`config.mk`:
```
export PLATFORM = sky130hd
export DESIGN_NAME = mips_wb_trace_fifo
export DESIGN_NICKNAME = d
export VERILOG_FILES = /design/src/rtl/mips_trace_pkg.sv /design/src/rtl/mips_trace_fifo_mem.sv /design/src/rtl/mips_wb_trace_fifo.sv
export SDC_FILE = /design/constraint.sdc
export NUM_CORES = 1
export LEC_CHECK = 0
export ABC_AREA = 0
export CAP_MARGIN = 20
export CORE_MARGIN = 2
export CORE_UTILIZATION = 60
export DETAILED_ROUTE_END_ITERATION = 8
export PLACE_DENSITY = 0.87
export SETUP_SLACK_MARGIN = 0.02
export SYNTH_ARGS = -nofsm -noshare
export SYNTH_HDL_FRONTEND = slang
export SYNTH_SLANG_ARGS = --single-unit
```
`constraint.sdc`:
```
create_clock -name clk -period 7.06 [get_ports clk]
set_input_delay 1.412 -clock clk [delete_from_list [all_inputs] [get_ports clk]]
set_output_delay 1.412 -clock clk [all_outputs]
set_load 0.01 [all_outputs]
```
`src/rtl/mips_trace_pkg.sv`:
```
// Shared types and widths for the write-back trace capture path.
//   DEST_W / DATA_W : register-file write port field widths
//   TS_W            : default timestamp width
//   DROP_CNT_W      : width of the saturating drop counter
//   wb_trace_t      : one captured write {cycle, dest, data} at the default timestamp width
package mips_trace_pkg;

  localparam int unsigned DEST_W     = 3;
  localparam int unsigned DATA_W     = 16;
  localparam int unsigned TS_W       = 16;
  localparam int unsigned DROP_CNT_W = 8;

  typedef struct packed {
    logic [TS_W-1:0]   cycle;
    logic [DEST_W-1:0] dest;
    logic [DATA_W-1:0] data;
  } wb_trace_t;

  // Width of one stored entry for an arbitrary timestamp width.
  function automatic int unsigned entry_width(input int unsigned ts_width);
    return ts_width + DEST_W + DATA_W;
  endfunction

endpackage

```
`src/rtl/mips_trace_fifo_mem.sv`:
```
// DEPTH x WIDTH register array: one synchronous write port, one asynchronous read port.
//   clk   : write clock
//   we    : write enable
//   waddr : write slot
//   wdata : write entry
//   raddr : read slot
//   rdata : entry at raddr (combinational)
module mips_trace_fifo_mem import mips_trace_pkg::*; #(
  parameter int unsigned DEPTH = 16,
  parameter int unsigned WIDTH = $bits(wb_trace_t)
) (
  input  logic                     clk,
  input  logic                     we,
  input  logic [$clog2(DEPTH)-1:0] waddr,
  input  logic [WIDTH-1:0]         wdata,
  input  logic [$clog2(DEPTH)-1:0] raddr,
  output logic [WIDTH-1:0]         rdata
);

  logic [WIDTH-1:0] mem [DEPTH];

  // Storage carries no reset; the owner gates reads with its own occupancy.
  always_ff @(posedge clk) begin
    if (we) mem[waddr] <= wdata;
  end

  assign rdata = mem[raddr];

endmodule

```
`src/rtl/mips_wb_trace_fifo.sv`:
```
// Captures committed register-file writes, time-stamps them and buffers them in a
// first-word-fall-through FIFO drained over a valid/ready handshake.
//   clk, rst          : clock, asynchronous active-low reset
//   capture_en, clear : capture gate, synchronous flush of FIFO and status
//   reg_write_*       : write-back port of the core
//   trace_*           : head entry and handshake toward the consumer
//   fifo_count        : entries held
//   overflow          : sticky, some write was dropped
//   drop_count        : saturating number of dropped writes
module mips_wb_trace_fifo import mips_trace_pkg::*; #(
  parameter int unsigned DEPTH     = 16,
  parameter int unsigned FILTER_R0 = 1,
  parameter int unsigned TS_WIDTH  = TS_W
) (
  input  logic                     clk,
  input  logic                     rst,
  input  logic                     capture_en,
  input  logic                     clear,
  input  logic                     reg_write_en,
  input  logic [DEST_W-1:0]        reg_write_dest,
  input  logic [DATA_W-1:0]        reg_write_data,
  output logic                     trace_valid,
  input  logic                     trace_ready,
  output logic [DEST_W-1:0]        trace_dest,
  output logic [DATA_W-1:0]        trace_data,
  output logic [TS_WIDTH-1:0]      trace_cycle,
  output logic [$clog2(DEPTH):0]   fifo_count,
  output logic                     overflow,
  output logic [DROP_CNT_W-1:0]    drop_count
);

  localparam int unsigned PTR_W   = $clog2(DEPTH);
  localparam int unsigned CNT_W   = PTR_W + 1;
  localparam int unsigned ENTRY_W = entry_width(TS_WIDTH);

  logic [PTR_W-1:0]    wr_ptr, rd_ptr;
  logic [CNT_W-1:0]    count;
  logic [TS_WIDTH-1:0] cycle_cnt;
  logic [ENTRY_W-1:0]  wr_entry, head_entry;

  logic push_req, pop, full, push_ok, drop, mem_we;

  // Request/accept decode.
  always_comb begin
    push_req = reg_write_en & capture_en &
               ~((FILTER_R0 != 0) && (reg_write_dest == DEST_W'(0)));
    pop      = trace_valid & trace_ready;
    full     = (count == CNT_W'(DEPTH));
    // A pop in the same cycle frees the slot, so a full FIFO still accepts.
    push_ok  = push_req & (~full | pop);
    drop     = push_req & full & ~pop;
    mem_we   = push_ok & ~clear;
  end

  assign wr_entry = {cycle_cnt, reg_write_dest, reg_write_data};

  // Free-running timestamp; unaffected by clear.
  always_ff @(posedge clk or negedge rst) begin
    if (!rst) cycle_cnt <= '0;
    else      cycle_cnt <= cycle_cnt + TS_WIDTH'(1);
  end

  // Pointers, occupancy and drop status.
  always_ff @(posedge clk or negedge rst) begin
    if (!rst) begin
      wr_ptr     <= '0;
      rd_ptr     <= '0;
      count      <= '0;
      overflow   <= 1'b0;
      drop_count <= '0;
    end else if (clear) begin
      wr_ptr     <= '0;
      rd_ptr     <= '0;
      count      <= '0;
      overflow   <= 1'b0;
      drop_count <= '0;
    end else begin
      if (push_ok) wr_ptr <= wr_ptr + PTR_W'(1);
      if (pop)     rd_ptr <= rd_ptr + PTR_W'(1);
      case ({push_ok, pop})
        2'b10:   count <= count + CNT_W'(1);
        2'b01:   count <= count - CNT_W'(1);
        default: count <= count;
      endcase
      if (drop) begin
        overflow <= 1'b1;
        if (drop_count != {DROP_CNT_W{1'b1}}) drop_count <= drop_count + DROP_CNT_W'(1);
      end
    end
  end

  mips_trace_fifo_mem #(
    .DEPTH (DEPTH),
    .WIDTH (ENTRY_W)
  ) u_mem (
    .clk   (clk),
    .we    (mem_we),
    .waddr (wr_ptr),
    .wdata (wr_entry),
    .raddr (rd_ptr),
    .rdata (head_entry)
  );

  // Head fall-through; fields read zero while empty so stale slots never leak out.
  always_comb begin
    trace_valid = (count != CNT_W'(0));
    trace_cycle = '0;
    trace_dest  = '0;
    trace_data  = '0;
    if (trace_valid) {trace_cycle, trace_dest, trace_data} = head_entry;
  end

  assign fifo_count = count;

endmodule
```
==> results.rst <==
.. list-table::
   :header-rows: 1

   * - Metric
     - Value
   * - Worst R2R Path Depth
     - 5
   * - Global placement routability congestion
     - 0.7498
   * - Flip-flop and latch count after synthesis
     - 598
   * - Number of standard cells in the final layout excluding fillers
     - 1,753
   * - CTS tree
     - built
   * - Via count of the first global-routing pass
     - 12,100
   * - Total Wirelength
     - 51,790 microns
   * - Sum of net half-perimeters after detailed placement
     - 27,530 microns
   * - Peak ir drop on the vdd network
     - 0.1769 mV
   * - P_leak
     - 8.347 nW
   * - Drt pass-1 iters
     - 6
   * - Worst skew pair latency
     - 0.59 ns
   * - GRT overflow
     - 0
   * - Inserted Clock Buffers
     - 56
   * - Layout area overhead
     - 13.56%
   * - Die Y
     - 201.4 microns
   * - Number of antenna repair diodes
     - 0
   * - Syn_nets
     - 1,118
   * - CP Data Arrival Time
     - 3.81 ns
   * - Final total power
     - 8.477 mW
   * - List of cells traversed by the critical path
     - buf_4 -> buf_4 -> mux4_2 -> mux2i_1 -> o22ai_1 -> clkdlybuf4s50_1
   * - Mean Syn Cell Area
     - 21.61 sq um
   * - Max-slew violations
     - 0
   * - Power per unit of standard cell area
     - 319.2 mW/mm^2
   * - Final setup violation count
     - 0
   * - Startpoint Class
     - flop
   * - Layout cells sized above 1
     - 22.35%
   * - DRT antenna net count
     - 0
   * - Placeable core area
     - 0.03856 sq mm
   * - Post-synthesis cell area
     - 0.02338 sq mm
   * - Global-route total usage across every layer
     - 26.18%
   * - Final critical path time including I/O delays and setup
     - 5.221 ns
   * - Slowest stage cell, crit path
     - sky130_fd_sc_hd__dfrtp_4
   * - Clock edge transition at the registers on the reported setup and hold paths
     - 0.06 ns
   * - Kind of end point of the critical path
     - output pin
   * - Total number of placement rows
     - 72
   * - Die outline width
     - 201.4 microns
   * - IO Pins
     - 75
   * - Final routed wire length divided by cell count
     - 29.54 microns
   * - Synthesis warning total
     - 0
   * - Post-CTS Setup Repair Bufs
     - 0
   * - Part of the cycle the worst path needs
     - 73.95%
   * - Worst Path Required
     - 5.65 ns
   * - Slowest Stage Delay on Critical Path
     - 0.92 ns
   * - Initial antenna violation count
     - 0
   * - Setup repair after global routing missed its margin
     - false
   * - Total die area
     - 0.04057 sq mm
   * - Hold Crit Class
     - flop to flop
   * - Final net count
     - 1,225
   * - Final core area utilization
     - 68.87%
   * - Drt initial violations
     - 1,379
   * - Via density per instance
     - 6.658
   * - Setup skew after layout
     - 0.02855 ns
   * - Deepest level of the CTS H-tree
     - 2
   * - Max-capacitance violation count
     - 0
   * - Placed cell areas
     - 0.02483 sq mm
   * - Worst hold stages
     - 2
   * - Highest fanout seen on the critical path
     - 51
   * - Cells after Synth
     - 1,082
   * - Maximum clock frequency
     - 191.6 MHz
   * - Most used cell along the critical path
     - sky130_fd_sc_hd__buf_4
   * - Outcome
     - complete, no violations
   * - Count of input and output buffers
     - 74
   * - Slew at the pin closest to its max-slew limit
     - 1.080 ns
   * - Top cell type by total area after synthesis
     - sky130_fd_sc_hd__edfxtp_1
   * - Cell Count Post-Placement
     - 1,647
   * - Hold Fails Final Rpt
     - 0
   * - Starting utilization of the core area
     - 60.64%
   * - Most frequent cells in the layout
     - sky130_fd_sc_hd__edfxtp_1 (560), sky130_fd_sc_hd__mux4_2 (140), sky130_fd_sc_hd__mux2i_1 (76)
   * - Number of unique standard cell types used by synthesis
     - 53
   * - Biggest area contributors in the synthesized netlist
     - sky130_fd_sc_hd__edfxtp_1 (72%), sky130_fd_sc_hd__mux4_2 (13%), sky130_fd_sc_hd__dfrtp_1 (4.1%)
   * - Root cell of the clock tree
     - sky130_fd_sc_hd__clkbuf_16
   * - Post-synth top area share
     - 71.92%
   * - Largest net degree at the start of global routing
     - 52
   * - Max-Slew Margin vs Limit
     - 27.97%
   * - Number of design rule violations left after detail routing
     - 0
   * - Most frequent standard cell in the layout excluding fill and tap cells
     - sky130_fd_sc_hd__edfxtp_1
   * - # resized after CTS
     - 0
   * - Area of all placed cells without fillers
     - 0.02655 sq mm
   * - CTS sink cnt
     - 598
   * - Global-route wire length before repair
     - 77,470 microns
   * - Sequential area share after synthesis
     - 75.98%
   * - Sum of negative setup slack
     - 0 ns
   * - Count of hold-fix buffers inserted at cts
     - 0
   * - Vias after detailed routing
     - 11,670
   * - Deepest clock path buffer count
     - 3
   * - Type of the worst setup path
     - flop to output pin
-- sequential cells by signal, indices dropped and copies added, names as in the netlist --
name	count
u_mem.mem	560
cycle_cnt	16
drop_count	8
fifo_count	5
rd_ptr	4
wr_ptr	4
overflow	1
-- layout make-up --
type	count	area [sq um]
multi-input combinational	421	5433
inverter	9	33.78
clock buffer	72	1461
tap	518	648.1
timing repair buffer	103	978.4
sequential	598	17780
fill	2274	12000
clock inverter	32	221.5
-- cell usage after synthesis, drive strengths merged --
library cell	count
nand2b	4
nand3	15
mux4	140
or3b	1
nand2	14
or3	4
mux2i	76
nor2b	2
a21o	1
fa	1
nor3	7
o31ai	3
and3	5
buf	36
o2111a	1
a211oi	2
o311a	1
nand3b	2
nor4b	1
inv	9
and3b	1
and2	1
o21ai	4
mux2	3
nor4	2
nor2	36
edfxtp	560
or4	4
o22ai	35
o311ai	1
xnor2	15
o211ai	4
nor3b	2
a21oi	10
ha	10
nand4	5
xor2	7
dfrtp	38
o41ai	1
clkbuf	18
-- cell families (layout without fill, tap and decap cells) --
kind of cell               count (synthesis)  in the layout  share of synthesized area (%)
DFF                                      598            598                          75.98
and+or+nand+nor                          106            106                          2.435
adders and majority gates                 11             11                         0.6207
xor gates and xnor gates                  22             22                         0.8241
muxes                                    219            219                          16.88
buffers and inverters                     63            216                          1.316
AOI/OAI and AO/OA                         63             63                          1.937
-- final timing paths --
path | slack [ns] | startpoint | end
setup / recovery | 1.84 | rd_ptr[1]$_DFFE_PN0P_ | trace_cycle[10]
hold / removal | 0.50 | overflow$_DFFE_PN0P_ | overflow$_DFFE_PN0P_
setup reg to reg | 3.85 | fifo_count[4]$_DFFE_PN0P_ | u_mem.mem[1][15]$_DFFE_PP_
hold reg to reg | 0.50 | overflow$_DFFE_PN0P_ | overflow$_DFFE_PN0P_
max in group asynchronous | 5.40 | rst | rd_ptr[0]$_DFFE_PN0P_
min in group asynchronous | 0.96 | rst | cycle_cnt[3]$_DFF_PN0_
-- through the flow --
stage          worst slack, ns  hold WS [ns]
2_1_floorplan            3.075        0.5173
3_3_place_gp             2.107        0.4950
3_5_place_dp             1.987        0.4960
4_1_cts                  1.843        0.5141
5_1_grt                  1.646        0.5455
6_report                 1.839        0.5044
-- routing by layer --
layer  GRT usage, %  wire [microns]  part of all wire [%]
met5              0               0                     0
met4          10.66            1903                   3.7
met3          4.454            4567                   8.8
met2          42.28           25920                    50
met1          36.29           19400                    37
-- power by group --
part | internal, mW | total [mW] | switching [mW]
registers | 3.88 | 3.98 | 0.102
clock network | 1.53 | 2.80 | 1.27
logic | 0.882 | 1.69 | 0.811
-- critical path, delay by kind of cell (launching register included) --
kind	cells	cell delay (ns)
buf+inv	3	1.52
flops	1	0.92
mux	2	0.62
compound gates	1	0.13
(Power assumes the default switching activity.)
